===== config.mk =====
export PLATFORM = sky130hd
export DESIGN_NAME = instr_encoder_stream
export DESIGN_NICKNAME = d
export VERILOG_FILES = /design/src/rtl/instr_encoder_stream.sv
export SDC_FILE = /design/constraint.sdc
export NUM_CORES = 1
export LEC_CHECK = 0
export CAP_MARGIN = 20
export CORE_UTILIZATION = 57
export CTS_CLUSTER_SIZE = 16
export DETAILED_ROUTE_END_ITERATION = 8
export PLACE_DENSITY = 0.79
export REMOVE_ABC_BUFFERS = 1
export SLEW_MARGIN = 20
export SYNTH_ARGS = -nofsm -noshare
export SYNTH_HDL_FRONTEND = slang
export SYNTH_SLANG_ARGS = --single-unit

===== constraint.sdc =====
create_clock -name clk -period 4.17 [get_ports clk]
set_clock_uncertainty 0.05 [all_clocks]
set_input_delay 0.417 -clock clk [delete_from_list [all_inputs] [get_ports clk]]
set_output_delay 0.417 -clock clk [all_outputs]
set_load 0.05 [all_outputs]

===== src/rtl/instr_encoder_stream.sv =====
// ---------------------------------------------------------------------------
// instr_encoder_stream
//
// Purpose:
//   Builds MIPS-I instruction words from an op index plus register and
//   immediate fields, buffers them in a FIFO, and streams them out together
//   with their word addresses. The address of the first word is BASE_ADDR.
//   Test harnesses use it to feed instruction RAM or the fetch stage.
//
// Handshake (both sides):
//   A transfer happens on a rising edge where valid and ready are both high.
//   A producer that raises valid holds valid and its payload steady until
//   that transfer. ready may rise or fall at any time and never depends
//   combinationally on valid.
//
// Ports:
//   clk        in   1   clock; every state update is on the rising edge
//   rst        in   1   synchronous, active-high reset
//   in_valid   in   1   encode request present
//   in_ready   out  1   encoder can accept a request
//   in_op      in   6   op index (0..38 legal, 39..63 illegal)
//   in_rs      in   5   rs / base register
//   in_rt      in   5   rt register
//   in_rd      in   5   rd register
//   in_sa      in   5   shift amount
//   in_imm     in  26   imm16 in [15:0]; J/JAL target in [25:0]
//   out_valid  out  1   encoded word available
//   out_ready  in   1   consumer takes the word
//   out_data   out 32   encoded instruction
//   out_addr   out 32   address of out_data
//   err_cnt    out  8   count of illegal ops, saturating at 255
// ---------------------------------------------------------------------------
module instr_encoder_stream #(
    parameter int          DEPTH     = 8,
    parameter logic [31:0] BASE_ADDR = 32'hBFC00000
) (
    input  logic        clk,
    input  logic        rst,
    input  logic        in_valid,
    output logic        in_ready,
    input  logic [5:0]  in_op,
    input  logic [4:0]  in_rs,
    input  logic [4:0]  in_rt,
    input  logic [4:0]  in_rd,
    input  logic [4:0]  in_sa,
    input  logic [25:0] in_imm,
    output logic        out_valid,
    input  logic        out_ready,
    output logic [31:0] out_data,
    output logic [31:0] out_addr,
    output logic [7:0]  err_cnt
);

    localparam int PW = $clog2(DEPTH);
    localparam int CW = PW + 1;

    // -----------------------------------------------------------------------
    // Encoder. Fields that an op does not use are written as zero, so the
    // request inputs for those fields are simply not referenced.
    // -----------------------------------------------------------------------
    logic [31:0] w_word;
    logic        w_legal;
    logic [15:0] w_imm16;

    assign w_imm16 = in_imm[15:0];

    always_comb begin
        w_word  = 32'h0;
        w_legal = 1'b1;
        case (in_op)
            // R-type, three-register ALU ops (sa forced to 0)
            6'd0:  w_word = 32'h0000_0000;
            6'd1:  w_word = {6'h00, in_rs, in_rt, in_rd, 5'd0, 6'h21};
            6'd2:  w_word = {6'h00, in_rs, in_rt, in_rd, 5'd0, 6'h23};
            6'd3:  w_word = {6'h00, in_rs, in_rt, in_rd, 5'd0, 6'h24};
            6'd4:  w_word = {6'h00, in_rs, in_rt, in_rd, 5'd0, 6'h25};
            6'd5:  w_word = {6'h00, in_rs, in_rt, in_rd, 5'd0, 6'h26};
            6'd6:  w_word = {6'h00, in_rs, in_rt, in_rd, 5'd0, 6'h27};
            6'd7:  w_word = {6'h00, in_rs, in_rt, in_rd, 5'd0, 6'h2A};
            6'd8:  w_word = {6'h00, in_rs, in_rt, in_rd, 5'd0, 6'h2B};
            // Immediate shifts: rs field is zero, sa carries the amount
            6'd9:  w_word = {6'h00, 5'd0, in_rt, in_rd, in_sa, 6'h00};
            6'd10: w_word = {6'h00, 5'd0, in_rt, in_rd, in_sa, 6'h02};
            6'd11: w_word = {6'h00, 5'd0, in_rt, in_rd, in_sa, 6'h03};
            // Register jumps
            6'd12: w_word = {6'h00, in_rs, 5'd0, 5'd0, 5'd0, 6'h08};
            6'd13: w_word = {6'h00, in_rs, 5'd0, in_rd, 5'd0, 6'h09};
            // HI/LO producers and consumers
            6'd14: w_word = {6'h00, in_rs, in_rt, 5'd0, 5'd0, 6'h18};
            6'd15: w_word = {6'h00, in_rs, in_rt, 5'd0, 5'd0, 6'h1A};
            6'd16: w_word = {6'h00, 5'd0, 5'd0, in_rd, 5'd0, 6'h10};
            6'd17: w_word = {6'h00, 5'd0, 5'd0, in_rd, 5'd0, 6'h12};
            // Traps, code field left at zero
            6'd18: w_word = {6'h00, 20'd0, 6'h0C};
            6'd19: w_word = {6'h00, 20'd0, 6'h0D};
            // I-type
            6'd20: w_word = {6'h09, in_rs, in_rt, w_imm16};
            6'd21: w_word = {6'h0C, in_rs, in_rt, w_imm16};
            6'd22: w_word = {6'h0D, in_rs, in_rt, w_imm16};
            6'd23: w_word = {6'h0E, in_rs, in_rt, w_imm16};
            6'd24: w_word = {6'h0F, 5'd0,  in_rt, w_imm16};
            6'd25: w_word = {6'h0A, in_rs, in_rt, w_imm16};
            6'd26: w_word = {6'h23, in_rs, in_rt, w_imm16};
            6'd27: w_word = {6'h2B, in_rs, in_rt, w_imm16};
            6'd28: w_word = {6'h20, in_rs, in_rt, w_imm16};
            6'd29: w_word = {6'h28, in_rs, in_rt, w_imm16};
            6'd30: w_word = {6'h04, in_rs, in_rt, w_imm16};
            6'd31: w_word = {6'h05, in_rs, in_rt, w_imm16};
            // REGIMM: the rt field selects the branch condition
            6'd32: w_word = {6'h01, in_rs, 5'h01, w_imm16};
            6'd33: w_word = {6'h01, in_rs, 5'h00, w_imm16};
            // J-type
            6'd34: w_word = {6'h02, in_imm};
            6'd35: w_word = {6'h03, in_imm};
            // COP0
            6'd36: w_word = 32'h4200_0018;
            6'd37: w_word = {6'h10, 5'h00, in_rt, in_rd, 11'd0};
            6'd38: w_word = {6'h10, 5'h04, in_rt, in_rd, 11'd0};
            default: begin
                w_word  = 32'h0;
                w_legal = 1'b0;
            end
        endcase
    end

    // -----------------------------------------------------------------------
    // Stage 1 register. It always empties on the edge after it is loaded, so
    // a new request can be taken in the same cycle the old one moves on.
    // -----------------------------------------------------------------------
    logic        r_s1_valid;
    logic        r_s1_legal;
    logic [31:0] r_s1_word;

    logic [CW-1:0] r_count;
    logic [PW-1:0] r_wr_ptr;
    logic [PW-1:0] r_rd_ptr;
    logic [31:0]   r_mem [DEPTH];
    logic [31:0]   r_addr;
    logic [7:0]    r_err;

    logic          w_accept;
    logic          w_push;
    logic          w_pop;
    logic [CW:0]   w_occupancy;

    // Occupancy counts the word still in stage 1, so every accepted request
    // is guaranteed a FIFO slot. A pop in the same cycle is not credited.
    assign w_occupancy = {1'b0, r_count} + {{CW{1'b0}}, r_s1_valid};
    assign in_ready    = (w_occupancy < (CW + 1)'(DEPTH));

    assign w_accept = in_valid & in_ready;
    assign w_push   = r_s1_valid & r_s1_legal;
    assign w_pop    = out_valid & out_ready;

    always_ff @(posedge clk) begin
        if (rst) begin
            r_s1_valid <= 1'b0;
            r_s1_legal <= 1'b0;
            r_s1_word  <= 32'h0;
        end else begin
            r_s1_valid <= w_accept;
            if (w_accept) begin
                r_s1_legal <= w_legal;
                r_s1_word  <= w_word;
            end
        end
    end

    // Illegal ops are counted as they leave stage 1 instead of being written.
    always_ff @(posedge clk) begin
        if (rst) begin
            r_err <= 8'd0;
        end else if (r_s1_valid && !r_s1_legal && (r_err != 8'hFF)) begin
            r_err <= r_err + 8'd1;
        end
    end

    // -----------------------------------------------------------------------
    // FIFO: circular pointers plus an explicit count. DEPTH is a power of two,
    // so the pointers wrap naturally.
    // -----------------------------------------------------------------------
    always_ff @(posedge clk) begin
        if (w_push) begin
            r_mem[r_wr_ptr] <= r_s1_word;
        end
    end

    always_ff @(posedge clk) begin
        if (rst) begin
            r_count  <= '0;
            r_wr_ptr <= '0;
            r_rd_ptr <= '0;
        end else begin
            if (w_push) begin
                r_wr_ptr <= r_wr_ptr + 1'b1;
            end
            if (w_pop) begin
                r_rd_ptr <= r_rd_ptr + 1'b1;
            end
            case ({w_push, w_pop})
                2'b10:   r_count <= r_count + 1'b1;
                2'b01:   r_count <= r_count - 1'b1;
                default: r_count <= r_count;
            endcase
        end
    end

    // Each popped word consumes one address; dropped ops never reach here.
    always_ff @(posedge clk) begin
        if (rst) begin
            r_addr <= BASE_ADDR;
        end else if (w_pop) begin
            r_addr <= r_addr + 32'd4;
        end
    end

    assign out_valid = (r_count != '0);
    // Stale RAM contents are hidden while empty so out_data reads 0 after reset.
    assign out_data  = out_valid ? r_mem[r_rd_ptr] : 32'h0;
    assign out_addr  = r_addr;
    assign err_cnt   = r_err;

    // The in_ready rule makes these impossible; catch any regression early.
    a_no_push_full : assert property (@(posedge clk) disable iff (rst)
        !(w_push && (r_count == CW'(DEPTH))));
    a_no_pop_empty : assert property (@(posedge clk) disable iff (rst)
        !(w_pop && (r_count == '0)));

endmodule


==> results.json, run 1 <==
{
  "grt_pass1_wl_mm": 48.99,
  "rows": 57,
  "synth_mux_area_share_pct": 12.61,
  "synth_top_family_by_area": "multiplexers",
  "crit_path_start_kind": "flip-flop",
  "grt_antenna_before_repair": 1,
  "synth_compound_area_share_pct": 5.751,
  "fin_crit_sh_pct": 84.74,
  "clockBufferDepth": 3,
  "crit_path_end_kind": "output pin",
  "synth_flop_cell": "edfxtp_1",
  "drt-pass1-iter-count": 5,
  "cts_sinks": 341,
  "synth_edf_count": 256,
  "drcViolationCount": 0,
  "yosys.area_share.adder_pct": 0.7656,
  "cts_tree": "yes",
  "worstPathMaxFanout": 26,
  "synthCells": 934,
  "final-setup-viol-count": 0,
  "initial_core_util_pct": 57.96,
  "core_um2": 24250,
  "power.switching_mw": 2.512,
  "vdd_drop_max_v": 0.0003524,
  "status": "complete, no violations",
  "yosys.area_share.simple_pct": 9.517,
  "async_reset_ff_share_pct": 0,
  "clock_latency_ns": 0.52,
  "rsz0062_at_grt": "no",
  "grt_overflow": 0,
  "cts_buffers": 34,
  "drtIter0Drc": 802,
  "yosys_warnings": 0,
  "postCtsSetupBuffers": 0,
  "fin_crit_ns": 3.534,
  "required_ns": 3.70,
  "holdWs_ns": 0.3145,
  "routed_via_density": 6.027,
  "multiInputGateArea_um2": 4434,
  "crit_type": "reg2out",
  "synthXorXnorAreaFrac_pct": 2.493,
  "gp_congestion": 0.9059,
  "seqPwrFrac_pct": 43.8,
  "syn_area_per_cell_um2": 15.05,
  "die_area_um2": 25290,
  "grt_max_degree": 54,
  "vias": 8576,
  "ctsResizeCount": 0,
  "slowest_delay_ns": 0.83,
  "power_leakage_nw": 5.517,
  "io_pins": 130,
  "register_area_um2": 9395,
  "clk_pin_slew_ns": 0.06,
  "yosysSeqAreaShare_pct": 66.80,
  "final_util_pct": 69.44,
  "sw_frac_of_total_pct": 29.02,
  "p_int_mw": 6.143,
  "relSlewSlack_pct": 38.60,
  "crit_top_cell": "buf_4",
  "area_growth_pct": 19.81,
  "wl_per_cell_um": 21.92,
  "slew_violations": 0,
  "fillerInstances": 1619,
  "htreeDepth": 2,
  "drive_gt1_share_pct": 15.20,
  "hold_violations": 0,
  "ys_ff_latch": 341,
  "grt_pass1_vias": 8709,
  "cp_cell_sequence": "buf_4 -> buf_4 -> mux4_2 -> mux2i_1 -> nor2_1 -> clkdlybuf4s50_1",
  "powerDensity_nw_per_um2": 514.0,
  "portBuffers": 127,
  "wirelength_mm": 31.19,
  "comb_power_share_pct": 22.5,
  "worst_pin_slew_ns": 0.9189,
  "cp.arrival_ns": 3.07,
  "crit_slowest_cell": "clkdlybuf4s50_1",
  "p_clk_share_pct": 33.6,
  "cts_hold_buf": 0,
  "maxCapViolCount": 0,
  "fmax_ghz": 0.2830,
  "synth_cell_types": 70,
  "synth_area_um2": 14050,
  "ctsRootBufferMaster": "clkbuf_16",
  "hpwl_mm": 18.67,
  "antenna_cells": 0,
  "nets": 1137,
  "dieHeight_um": 159.0,
  "die_x_um": 159.0,
  "final_antenna_net_count": 0,
  "hold_path.class": "in2reg",
  "track_usage_pct": 25.26
}
[cell families (layout without fill, tap and decap cells)]
group	after synthesis	count (layout)
flops	341	341
simple gates	260	260
compound gates	118	118
mux	97	97
buf+inv	69	233
xor+xnor	40	40
fa+ha+maj	8	8
other cells	1	2
[layout by cell type (no fill, tap or decap), types with 5 or more instances in the layout]
cell type	n
and3_1	7
nand2_1	37
a32oi_1	6
ha_1	7
dfxtp_1	82
clkbuf_1	16
nand3_1	20
a221o_1	5
mux4_2	64
clkbuf_16	34
xor2_1	19
nand2b_1	15
clkdlybuf4s50_1	126
nor2b_1	6
nor4_2	10
a21oi_1	36
nor3_1	18
nand4_1	10
buf_4	27
or3_1	7
nor2_1	97
nor3b_1	5
edfxtp_1	256
xnor2_1	21
nor4_1	7
inv_1	15
mux2i_1	33
o21ai_0	20
a221oi_1	7
[layer usage]
layer / routed length [µm] / GRT usage, % / vias to the layer above
met5: 13 / 0 / -
met4: 724 / 7.517 / 2
met3: 2039 / 4.272 / 48
met2: 15570 / 41.91 / 354
met1: 12840 / 34.62 / 4283
li1: - / - / 3889
[cell type report]
cell class | count | area share (%)
Inverter | 16 | 0.3567
Sequential cell | 341 | 55.80
Multi-Input combinational cell | 525 | 26.33
Timing Repair Buffer | 155 | 8.842
Tap cell | 324 | 2.407
Clock inverter | 11 | 0.7728
Clock buffer | 51 | 5.491
[sequential cells by signal, summed over array words and instances (netlist names), named ones only]
signal and count:
r_s1_word 32, err_cnt 8, r_rd_ptr 3, r_mem 256
r_count 4, r_s1_legal 1, r_wr_ptr 3, r_s1_valid 1
out_addr 30
[metrics by stage]
step | cells | TNS, ns | power (mW) | worst slack [ns] | area [µm²]
4_1_cts | 1423 | 0 | 8.721 | 0.5915 | 16840
3_5_place_dp | 1361 | 0 | 5.833 | 1.145 | 15780
2_1_floorplan | 882 | -9.327 | 5.188 | -0.2915 | 13830
5_1_grt | 1423 | 0 | 8.978 | 0.4452 | 16840
3_3_place_gp | 1361 | 0 | 5.808 | 1.195 | 15780
6_report | 1423 | 0 | 8.655 | 0.6364 | 16840
[cell usage after synthesis, drive strengths merged, types with 2 or more instances]
cell type,number,area share (%)
a211oi,4,0.21
a21o,4,0.21
a21oi,37,1.3
a221o,5,0.36
a221oi,7,0.44
a22o,4,0.25
a22oi,4,0.21
a31oi,3,0.13
a32oi,6,0.37
and2,3,0.13
and3,7,0.31
buf,22,0.78
clkbuf,31,0.83
dfxtp,85,12
edfxtp,256,55
ha,7,0.62
inv,16,0.43
mux2i,33,2.4
mux4,64,10
nand2,37,0.99
nand2b,15,0.67
nand3,20,0.71
nand4,11,0.53
nor2,99,2.6
nor2b,6,0.27
nor3,20,0.71
nor3b,9,0.48
nor4,17,1.2
o211ai,3,0.16
o21ai,21,0.75
o21bai,2,0.11
o22ai,2,0.089
or3,7,0.31
or4,2,0.13
xnor2,21,1.3
xor2,19,1.2
[worst max-delay path: cells and delay by family, from the launching register on]
kind,cells,cell delay [ns]
AND/OR/NAND/NOR,1,0.17
buffers and inverters,3,1.51
multiplexers,2,0.34
flip-flops,1,0.50
[path summary, 6_finish.rpt]
| check | depth (start not counted) | from | end | slack [ns] |
|---|---|---|---|---|
| max | 6 | flip-flop | out_data[3] | 0.64 |
| max reg2reg | 9 | r_count[0] | r_count[3] | 1.18 |
| min reg2reg | 2 | out_addr[3] | out_addr[3] | 0.45 |
| min | 2 | rst | r_s1_word[31] | 0.31 |
[power by group through the flow]
stage          clock [mW]  sequential, mW  combinational, mW
2_1_floorplan           0            3.94               1.24
3_3_place_gp            0            3.86               1.95
3_5_place_dp            0            3.87               1.97
4_1_cts              2.95            3.80               1.97
5_1_grt              3.10            3.81               2.07
6_report             2.91            3.79               1.95
No activity file was read; power rests on OpenSTA's default activity.
==> run 2: changes to the inputs <==
- clock period: 4.17 -> 3.3 ns (I/O delays scaled with it)
==> run 2 against run 1 <==
Compared with the run above:
- routed wire length grew 3.0%
- count of clock-buffer cells in the layout is the same
- sequential power grew 26%
- non-clock buffer count grew 7
- final area grew 0.94%
- register-to-register slack lost 0.86 ns
- worst setup slack lost 0.50 ns
- utilization grew 0.66 points
- critical path depth shrank 1
- sequential share of layout area shrank 0.52 points
- worst hold slack lost 0.099 ns
==> results.json, run 2 (same netlist as run 1, synthesis figures left out) <==
{
  "status": "complete, no violations",
  "initial_core_util_pct": 57.96,
  "fin_cells": 1430,
  "maxCapViolCount": 0,
  "drive_gt1_share_pct": 16.27,
  "p_int_mw": 7.901,
  "portBuffers": 127,
  "p_clk_share_pct": 34.3,
  "grt_antenna_before_repair": 0,
  "drt-pass1-iter-count": 7,
  "nets": 1144,
  "cts_tree": "yes",
  "powerDensity_nw_per_um2": 651.8,
  "drcViolationCount": 0,
  "hold_path.class": "in2reg",
  "antenna_cells": 0,
  "relSlewSlack_pct": 45.03,
  "crit_path_end_kind": "output pin",
  "clk_pin_slew_ns": 0.06,
  "hold_violations": 0,
  "track_usage_pct": 25.93,
  "whs_path_depth": 2,
  "worstPathMaxFanout": 40,
  "ff2ff_path_depth": 9,
  "die_x_um": 159.0,
  "largest_reg_flops": 256,
  "setup_tns_ns": 0,
  "crit_type": "reg2out",
  "final-setup-viol-count": 0,
  "rows": 57,
  "seqPwrFrac_pct": 43.1,
  "worst_pin_slew_ns": 0.8156,
  "dieHeight_um": 159.0,
  "largest-register": "r_mem",
  "dp.cells": 1368,
  "worst_slack_ns": 0.1333,
  "fmax_ghz": 0.3158,
  "final_antenna_net_count": 0,
  "die_area_um2": 25290,
  "power.switching_mw": 3.178,
  "r2r-start": "r_count[0]",
  "fin_crit_ns": 3.167,
  "post-place-ws_ns": 0.3532,
  "placed_area_um2": 15890,
  "final_cell_mix": "edfxtp_1 (256), clkdlybuf4s50_1 (126), nor2_1 (97)",
  "vdd_drop_max_v": 0.0004811,
  "htreeDepth": 2,
  "clockBufferDepth": 3,
  "io_pins": 130,
  "fin_crit_sh_pct": 95.96,
  "area_growth_pct": 20.94,
  "ctsResizeCount": 0,
  "p_total_mw": 11.08,
  "routed_via_density": 6.045,
  "gp_congestion": 0.9243,
  "final_common_cell": "edfxtp_1",
  "slew_violations": 0,
  "core_um2": 24250,
  "rsz0062_at_grt": "no",
  "comb_power_share_pct": 22.6,
  "cp.arrival_ns": 2.79,
  "min-delay-start": "rst",
  "required_ns": 2.92,
  "vias": 8644,
  "postCtsSetupBuffers": 0,
  "grt_overflow": 0,
  "hpwl_mm": 19.49,
  "drtIter0Drc": 831,
  "power_leakage_nw": 5.597,
  "wl_per_cell_um": 22.45,
  "ctsRootBufferMaster": "clkbuf_16",
  "grt_pass1_wl_mm": 50.25,
  "clock_latency_ns": 0.51,
  "sw_frac_of_total_pct": 28.68,
  "crit_path_start_kind": "flip-flop",
  "wirelength_mm": 32.11,
  "grt_max_degree": 41,
  "cts_hold_buf": 0,
  "grt_pass1_vias": 8774,
  "cts_buffers": 34,
  "cts_sinks": 341,
  "final_area_um2": 17000
}
## run 2: area by class of cell
class	count	area, µm²
flip-flops and latches	341	9395
inverters	16	60.06
multi-input cells	525	4434
clock buffers	51	1028
well taps	324	405.4
fillers	1615	7251
clock inverters	11	82.58
repair buffers	162	1592
## run 2: stage by stage
| stage | utilization [%] | hold WS (ns) |
|---|---|---|
| final | 70.10 | 0.2158 |
| after global routing | 70.10 | 0.2220 |
| after CTS | 70.10 | 0.2011 |
| after detailed placement | 65.52 | 0.4448 |
| after global placement | 65.52 | 0.4323 |
| after floorplan | - | 0.3491 |
## run 2: per-layer routing
layer | vias up | wire length, µm | GRT usage (%)
met3 | 65 | 2117 | 3.959
met4 | 0 | 861 | 8.304
met5 | - | 0 | 0
li1 | 3896 | - | -
met1 | 4315 | 13460 | 35.96
met2 | 368 | 15680 | 42.60
## run 2: worst max-delay path: stages, from the launching register on
cell	delay, ns
dfxtp_4	0.37
buf_12	0.29
mux4_2	0.56
mux2i_1	0.25
nor2_1	0.07
clkdlybuf4s50_1	0.71
## run 2: path summary, 6_finish.rpt
check             slack, ns      endpoint
setup / recovery       0.13  out_data[20]
hold / removal         0.22  out_addr[17]
setup reg to reg       0.32    r_count[3]
hold reg to reg        0.46     flip-flop
## run 2: power by group through the flow
stage                     logic, mW  registers [mW]  clock network, mW
after floorplan                1.57            4.98                  0
after global placement         2.50            4.86                  0
after detailed placement       2.52            4.87                  0
after CTS                      2.54            4.78               3.84
after global routing           2.65            4.79               4.02
final                          2.51            4.78               3.79
